[config.mk]
export PLATFORM = sky130hd
export DESIGN_NAME = aes_key_expand_flat
export DESIGN_NICKNAME = d
export VERILOG_FILES = /design/src/rtl/aes_key_expand_if.sv /design/src/rtl/aes_key_expand.sv /design/src/flat_wrapper.sv
export SDC_FILE = /design/constraint.sdc
export NUM_CORES = 2
export LEC_CHECK = 0
export CAP_MARGIN = 10
export CELL_PAD_IN_SITES_DETAIL_PLACEMENT = 2
export CELL_PAD_IN_SITES_GLOBAL_PLACEMENT = 2
export CORE_ASPECT_RATIO = 0.7
export CORE_MARGIN = 3
export CORE_UTILIZATION = 36
export DETAILED_ROUTE_END_ITERATION = 16
export GPL_TIMING_DRIVEN = 0
export PLACE_DENSITY = 0.89
export SLEW_MARGIN = 20
export SYNTH_ARGS = -nofsm -noshare
export SYNTH_HDL_FRONTEND = slang
export SYNTH_SLANG_ARGS = --single-unit
[constraint.sdc]
create_clock -name clk -period 21.3 [get_ports clk]
set_input_delay 4.26 -clock clk [delete_from_list [all_inputs] [get_ports clk]]
set_output_delay 4.26 -clock clk [all_outputs]
set_load 0.1 [all_outputs]
[src/rtl/aes_key_expand_if.sv]
// Key-in / round-key-out handshake bundle for the AES-128 key schedule.
interface aes_key_expand_if;
    logic         key_valid;
    logic         key_ready;
    logic [127:0] key;
    logic         rk_valid;
    logic         rk_ready;
    logic [127:0] rk;
    logic [3:0]   rk_idx;
    logic         busy;

    modport master (
        output key_valid, key, rk_ready,
        input  key_ready, rk_valid, rk, rk_idx, busy
    );

    modport slave (
        input  key_valid, key, rk_ready,
        output key_ready, rk_valid, rk, rk_idx, busy
    );
endinterface

[src/rtl/aes_key_expand.sv]
// AES-128 key schedule: accepts one cipher key, then streams round keys 0..10.
// Also holds the combinational AES S-box used by SubWord.

module sbox (
    input  logic [7:0] a,
    output logic [7:0] y
);
    function automatic logic [7:0] xtime(input logic [7:0] v);
        return {v[6:0], 1'b0} ^ (v[7] ? 8'h1b : 8'h00);
    endfunction

    function automatic logic [7:0] gf_mul(input logic [7:0] x, input logic [7:0] z);
        logic [7:0] p;
        logic [7:0] s;
        p = 8'h00;
        s = x;
        for (int i = 0; i < 8; i++) begin
            if (z[i]) p = p ^ s;
            s = xtime(s);
        end
        return p;
    endfunction

    logic [7:0] x2, x3, x6, x7, x14, x15, x30, x31, x62, x63, x126, x127, inv;

    // Multiplicative inverse as a^254 (maps 0 to 0), then the affine transform
    always_comb begin
        x2   = gf_mul(a, a);
        x3   = gf_mul(x2, a);
        x6   = gf_mul(x3, x3);
        x7   = gf_mul(x6, a);
        x14  = gf_mul(x7, x7);
        x15  = gf_mul(x14, a);
        x30  = gf_mul(x15, x15);
        x31  = gf_mul(x30, a);
        x62  = gf_mul(x31, x31);
        x63  = gf_mul(x62, a);
        x126 = gf_mul(x63, x63);
        x127 = gf_mul(x126, a);
        inv  = gf_mul(x127, x127);
        y    = inv ^ {inv[6:0], inv[7]} ^ {inv[5:0], inv[7:6]}
             ^ {inv[4:0], inv[7:5]} ^ {inv[3:0], inv[7:4]} ^ 8'h63;
    end
endmodule

module aes_key_expand (
    input  logic              clk,
    input  logic              rst_n,
    aes_key_expand_if.slave   bus
);
    localparam int unsigned KEY_W    = 128;
    localparam int unsigned IDX_W    = 4;
    localparam logic [3:0]  LAST_IDX = 4'd10;

    typedef enum logic {IDLE, EMIT} state_e;

    state_e             state_q, state_d;
    logic [KEY_W-1:0]   rk_q, rk_d;
    logic [IDX_W-1:0]   rk_idx_q, rk_idx_d;
    logic               rk_valid_q, rk_valid_d;

    logic [31:0]        w0, w1, w2, w3, rot, sub, t;
    logic [31:0]        n0, n1, n2, n3;
    logic [7:0]         rcon;

    assign w0  = rk_q[127:96];
    assign w1  = rk_q[95:64];
    assign w2  = rk_q[63:32];
    assign w3  = rk_q[31:0];
    assign rot = {w3[23:0], w3[31:24]};

    for (genvar g = 0; g < 4; g++) begin : g_subword
        sbox u_sbox (.a(rot[8*g +: 8]), .y(sub[8*g +: 8]));
    end

    // rcon for the index being produced next (rk_idx_q + 1)
    always_comb begin
        rcon = 8'h00;
        case (rk_idx_q)
            4'd0: rcon = 8'h01;
            4'd1: rcon = 8'h02;
            4'd2: rcon = 8'h04;
            4'd3: rcon = 8'h08;
            4'd4: rcon = 8'h10;
            4'd5: rcon = 8'h20;
            4'd6: rcon = 8'h40;
            4'd7: rcon = 8'h80;
            4'd8: rcon = 8'h1b;
            4'd9: rcon = 8'h36;
            default: rcon = 8'h00;
        endcase
    end

    assign t  = sub ^ {rcon, 24'h000000};
    assign n0 = w0 ^ t;
    assign n1 = w1 ^ n0;
    assign n2 = w2 ^ n1;
    assign n3 = w3 ^ n2;

    always_comb begin
        state_d    = state_q;
        rk_d       = rk_q;
        rk_idx_d   = rk_idx_q;
        rk_valid_d = rk_valid_q;
        case (state_q)
            IDLE: begin
                if (bus.key_valid) begin
                    state_d    = EMIT;
                    rk_d       = bus.key;
                    rk_idx_d   = '0;
                    rk_valid_d = 1'b1;
                end
            end
            EMIT: begin
                if (bus.rk_ready) begin
                    if (rk_idx_q == LAST_IDX) begin
                        state_d    = IDLE;
                        rk_valid_d = 1'b0;
                    end else begin
                        rk_d     = {n0, n1, n2, n3};
                        rk_idx_d = rk_idx_q + IDX_W'(1);
                    end
                end
            end
            default: begin
                state_d    = IDLE;
                rk_valid_d = 1'b0;
            end
        endcase
    end

    always_ff @(posedge clk or negedge rst_n) begin
        if (!rst_n) begin
            state_q    <= IDLE;
            rk_q       <= '0;
            rk_idx_q   <= '0;
            rk_valid_q <= 1'b0;
        end else begin
            state_q    <= state_d;
            rk_q       <= rk_d;
            rk_idx_q   <= rk_idx_d;
            rk_valid_q <= rk_valid_d;
        end
    end

    // key_ready and busy are pure decodes of the state register
    assign bus.key_ready = (state_q == IDLE);
    assign bus.busy      = (state_q == EMIT);
    assign bus.rk_valid  = rk_valid_q;
    assign bus.rk        = rk_q;
    assign bus.rk_idx    = rk_idx_q;
endmodule
[src/flat_wrapper.sv]
// flat-port wrapper written by rule: the top's interface ports become plain ports
module aes_key_expand_flat 
  (clk, rst_n, bus_key_valid, bus_key, bus_rk_ready, bus_key_ready, bus_rk_valid, bus_rk, bus_rk_idx, bus_busy);
  aes_key_expand_if bus_i ();
  input  logic clk;
  input  logic rst_n;
  input wire logic [$bits(bus_i.key_valid)-1:0] bus_key_valid;
  input wire logic [$bits(bus_i.key)-1:0] bus_key;
  input wire logic [$bits(bus_i.rk_ready)-1:0] bus_rk_ready;
  output wire logic [$bits(bus_i.key_ready)-1:0] bus_key_ready;
  output wire logic [$bits(bus_i.rk_valid)-1:0] bus_rk_valid;
  output wire logic [$bits(bus_i.rk)-1:0] bus_rk;
  output wire logic [$bits(bus_i.rk_idx)-1:0] bus_rk_idx;
  output wire logic [$bits(bus_i.busy)-1:0] bus_busy;
  assign bus_i.key_valid = bus_key_valid;
  assign bus_i.key = bus_key;
  assign bus_i.rk_ready = bus_rk_ready;
  assign bus_key_ready = bus_i.key_ready;
  assign bus_rk_valid = bus_i.rk_valid;
  assign bus_rk = bus_i.rk;
  assign bus_rk_idx = bus_i.rk_idx;
  assign bus_busy = bus_i.busy;
  aes_key_expand u_core (.clk(clk), .rst_n(rst_n), .bus(bus_i));
endmodule
==> results.md, run 1 <==
- Largest net degree at the start of global routing: 79
- Avg Inst Size Synth: 8.07 µm²
- Chip width: about 520 µm
- Mapped Nets: 8437
- Area contributors post-synth: xnor2_1 18%, xnor3_1 14%, xor2_1 7.2%
- Synth cell types: 134
- Mapped Cells: ~8.3k
- PortBufs: 266
- Main synth FF type: dfrtp_1
- Worst_ep kind: sequential cell input
- Die Span Y: 366 µm
- # rows: around 130
- Maximum buffer depth of the clock tree: 2
- CTS Sinks: 134
- Clk root buf: clkbuf_16
- Global route total overflow: between 600 and 700
- Synth warnings: 0
- Antenna violations before repair: slightly below 70
- Area leader, netlist: xnor2_1
- Gp weighted congestion: around 0.95
- Worst endpoint after global-route timing repair: u_core.bus.rk[44]$_DFFE_PN0P_/D
- TritonCTS buffer count: 17
- Area of the mapped netlist: about 0.067 mm²
- Initial core utilization: roughly 36%
- Number of synthesized flops with an enable pin: 0
- Detail Placement HPWL: roughly 250 mm
- IO Pins: roughly 270
- Post-synthesis sequential area ratio: roughly 5.0%
- Failing step: global routing (5_1_grt)
- Asr flop ratio synth: 100%
- Err: [ERROR GRT-0232] Routing congestion too high. Check the congestion heatmap in the GUI.
- Synth Register Bits: 134
- Htree depth: 4
- DP Area: roughly 0.073 mm²
- Tot GR Track Use: 83.7%
- Yosys top cell area share: around 18%
- # hold bufs at CTS: 0
- Status: did not finish
## cell usage after synthesis (64+ instances only)
| library cell | count |
|---|---|
| inv_1 | 116 |
| clkbuf_1 | 278 |
| nand2_1 | 1137 |
| nand2b_1 | 73 |
| dfrtp_1 | 134 |
| mux2i_1 | 226 |
| o21ai_1 | 67 |
| xnor2_2 | 111 |
| o22ai_1 | 95 |
| nand3_1 | 185 |
| o21ai_0 | 280 |
| xor2_1 | 545 |
| xnor3_1 | 426 |
| a22oi_1 | 108 |
| nor3_1 | 148 |
| a21oi_1 | 336 |
| nor2_1 | 722 |
| and2_1 | 64 |
| xnor2_1 | 1370 |
| buf_4 | 84 |
| buf_2 | 172 |
| nor2b_1 | 84 |
| a211oi_1 | 69 |
| xor3_1 | 75 |
| o211ai_1 | 85 |
## per-stage QoR
stage / setup slack, ps / std cells / hold slack, ps
floorplan: -26.7 / 8271 / 976
global placement: -4890 / 11000 / 512
detailed placement: -6150 / 11000 / 536
CTS: -400 / 11700 / 552
## metal layers
layer,global-route usage (%),GRT overflow
met5,47.8,2
met4,85.8,314
met3,72.1,18
met2,95.1,323
met1,83.9,5
## cells by family after synthesis
| kind of cell | Yosys count | share of synthesized area (%) |
|---|---|---|
| buffers and inverters | 760 | 5.30 |
| flip-flops | 134 | 5.03 |
| AND/OR/NAND/NOR | 2773 | 18.8 |
| AO/OA/AOI/OAI | 1648 | 17.3 |
| multiplexers | 284 | 4.38 |
| XOR/XNOR | 2638 | 48.5 |
| adder cells (fa/ha/maj) | 34 | 0.638 |
## timing repair
item / 4_1_cts
gates cloned: 1
setup buffers: 651
gates resized for setup: 1291
pin swaps: 495
setup endpoints to repair: 128
==> inputs of run 2 (changes only) <==
- CELL_PAD_IN_SITES_DETAIL_PLACEMENT: 2 -> unset
- CELL_PAD_IN_SITES_GLOBAL_PLACEMENT: 2 -> unset
- CORE_ASPECT_RATIO: 0.7 -> unset
- CORE_UTILIZATION: 36 -> 30
- PLACE_DENSITY: 0.89 -> unset
- PLACE_DENSITY_LB_ADDON: unset -> 0.15
- clock period: 21.3 -> 27.7 ns (I/O delays scaled with it)
==> run 2 against run 1 <==
Effect of this change: the flow now finishes without violations; synthesized cell count is the same; area after synthesis is the same.
==> results.md, run 2 <==
- Status: complete, no violations
- Core ar.: about 0.22 mm²
- Multi-input logic area: 0.0606 mm²
- Simple-Gate Fraction of Synth Area: about a fifth
- Clk_skew: ~19 ps
- Synth cell count leaders: 1370 x xnor2_1, 1137 x nand2_1, 722 x nor2_1
- Routed Antenna Nets: 0
- Global-route wire length before repair: between 400 and 500 mm
- Vias in the first global route: 60.9k
- Antenna violations before repair: 15
- Fmax: between 30 and 40 MHz
- Worst-Skew Late Latency: a little under 500 ps
- Worst Path Required: between 20000 and 30000 ps
- Cell repeated most along the worst path: xnor2_1
- Die Span Y: 478 µm
- Main synth FF type: dfrtp_1
- Synth Area in Compound Gates: around 17%
- Number of synthesized flops with an enable pin: 0
- Gp weighted congestion: between 0.9 and 1
- # DRC: 0
- CTS tree: built
- Mapped Cells: 8271
- Global route total overflow: 0
- Vias: approximately 63k
- Htree depth: 4
- Synth cell types: around 130
- Endpoints failing hold: 0
- Clk root buf: clkbuf_16
- CTS Sinks: about 130
- Post-synthesis adder-cell area fraction: less than 1%
- Largest net degree at the start of global routing: between 70 and 80
- Synth Area in XOR/XNOR: between 40% and 50%
- Layout filler cell count: 23.2k
- Area contributors post-synth: xnor2_1 18%, xnor3_1 14%, xor2_1 7.2%
- Avg Inst Size Synth: just over 8 µm²
- CP max FO: 10
- Slew Viols, Final: 0
- Most frequent cells in the layout: 1335 x xnor2_1, 1137 x nand2_1, 720 x nor2_1
- Final wirelength: 281 mm
- IO Pins: 267
- Final hold slack: 541 ps
- Max reg flops: between 100 and 150
- Util after Layout: around 34%
- Synth warnings: 0
- # rows: 172
- Most common cell in the synthesized netlist: xnor2_1
- Area leader, netlist: xnor2_1
- Maximum buffer depth of the clock tree: 2
- Chip width: 478 µm
- HP Class: flip-flop to flip-flop
- Main combinational cell family by area after synthesis: XOR/XNOR gates
- Max-Cap Viols: 0
- Startpoint types: flip-flop
- CP arrival: 26770 ps
- Detailed Routing Iterations Pass 1: 6
- Synth Register Bits: 134
- PortBufs: ~270
- # setup viols final: 0
- Clock slew seen by the registers of the worst setup and hold paths: about 80 ps
- Tot GR Track Use: between 20% and 30%
- Critical-path top delay cell: xor3_2
- Post-synthesis sequential area ratio: a little over 5%
- Mux cell area share after synthesis: 4.38%
- Initial core utilization: 30.3%
- # hold bufs at CTS: 0
- Area added between synthesis and finish: 12.0%
- RSZ-0062 raised after global routing: true
- Minimum clock period: about 26000 ps
- Worst path max stage delay: approximately 550 ps
- Layout cells sized above 1: between 9 and 10%
- FF+latch area: between 0.003 and 0.004 mm²
- Mapped Nets: 8437
- Die ar.: roughly 0.23 mm²
- Leading cell type in the layout, fill and taps excluded: xnor2_1
- Final nets: slightly below 9k
- Asr flop ratio synth: 100%
- Drt via density: approximately 5.4
- Mean routed wirelength per cell: 24.3 µm
- Yosys top cell area share: approximately 18%
- Endpoint class of the critical path: flip-flop
- Final Cycle Share: ~95%
- Slew HR: 18.6%
- Detail Placement HPWL: ~220 mm
- Detailed Route Iter0 Violations: roughly 5.3k
- TritonCTS buffer count: 17
- Setup CP Type: flip-flop to flip-flop
- Least-Margin Pin Slew: 1210 ps
- Area of the mapped netlist: 0.0667 mm²
[run 2: path summary, 6_finish.rpt]
kind                                     from                 end  slack [ps]  cells after the start
setup / recovery             u_core.bus.rk[7]   u_core.bus.rk[15]        1290                     98
hold / removal             u_core.bus.rk[115]  u_core.bus.rk[115]         540                      2
setup reg to reg             u_core.bus.rk[7]   u_core.bus.rk[15]        1290                     98
hold reg to reg            u_core.bus.rk[115]  u_core.bus.rk[115]         540                      2
max in group asynchronous               rst_n  u_core.bus.rk[105]       21770                      2
min in group asynchronous               rst_n   u_core.bus.rk[56]        5010                      1
[run 2: kinds of logic (layout without fill, tap and decap cells)]
logic type | Yosys count | in the layout
AO/OA/AOI/OAI | 1648 | 1648
XOR/XNOR | 2638 | 2638
buffers and inverters | 760 | 1094
adder cells (fa/ha/maj) | 34 | 34
flip-flops | 134 | 134
AND/OR/NAND/NOR | 2773 | 2773
multiplexers | 284 | 284
other | 0 | 10
[run 2: routing by layer]
| layer | global-route usage, % | wire, µm | part of all wire [%] | up-vias |
|---|---|---|---|---|
| li1 | - | - | - | 29500 |
| met1 | 28.9 | 115000 | 41 | 31100 |
| met2 | 41.0 | 138000 | 49 | 1968 |
| met3 | 1.68 | 12400 | 4.4 | 431 |
| met4 | 12.2 | 16300 | 5.8 | 0 |
| met5 | 0 | 0 | 0 | - |
[run 2: what timing repair did]
item	CTS	global route
buffers inserted	5	27
endpoints found under the setup margin	58	119
pin swaps	3	13
gates resized for setup	24	87
gates cloned	0	0
[run 2: per-stage QoR]
stage,instance area (µm²),worst slack (ps),instances,setup TNS (ps)
after detailed placement,73100,-1360,11500,-25530
after global placement,73100,-1460,11500,-20850
final,74700,1290,11600,0
after CTS,73900,17.3,11500,0
after floorplan,66700,4220,8271,0
after global routing,74700,-153,11600,-296
[run 2: worst max-delay path, delay by kind of cell (launching register included)]
family / cells / cell delay (ps)
AOI/OAI and AO/OA: 13 / 3290
xor gates and xnor gates: 45 / 13660
adders and majority gates: 6 / 2180
buffers and inverters: 21 / 4220
DFF: 1 / 500
muxes: 2 / 520
and+or+nand+nor: 11 / 1870
[run 2: layout make-up]
class,instances,share of cell area (%)
Antenna cell,10,0.0335
Buffer,609,4.01
Clock buffer,19,0.606
Clock inverter,13,0.194
Inverter,151,0.763
Multi-Input combinational cell,7377,81.0
Sequential cell,134,4.49
Tap cell,2958,4.95
Timing Repair Buffer,302,3.92
Power of run 2 is not shown: default switching activity piles up to over one toggle a cycle in this logic, so the estimate is an artifact.
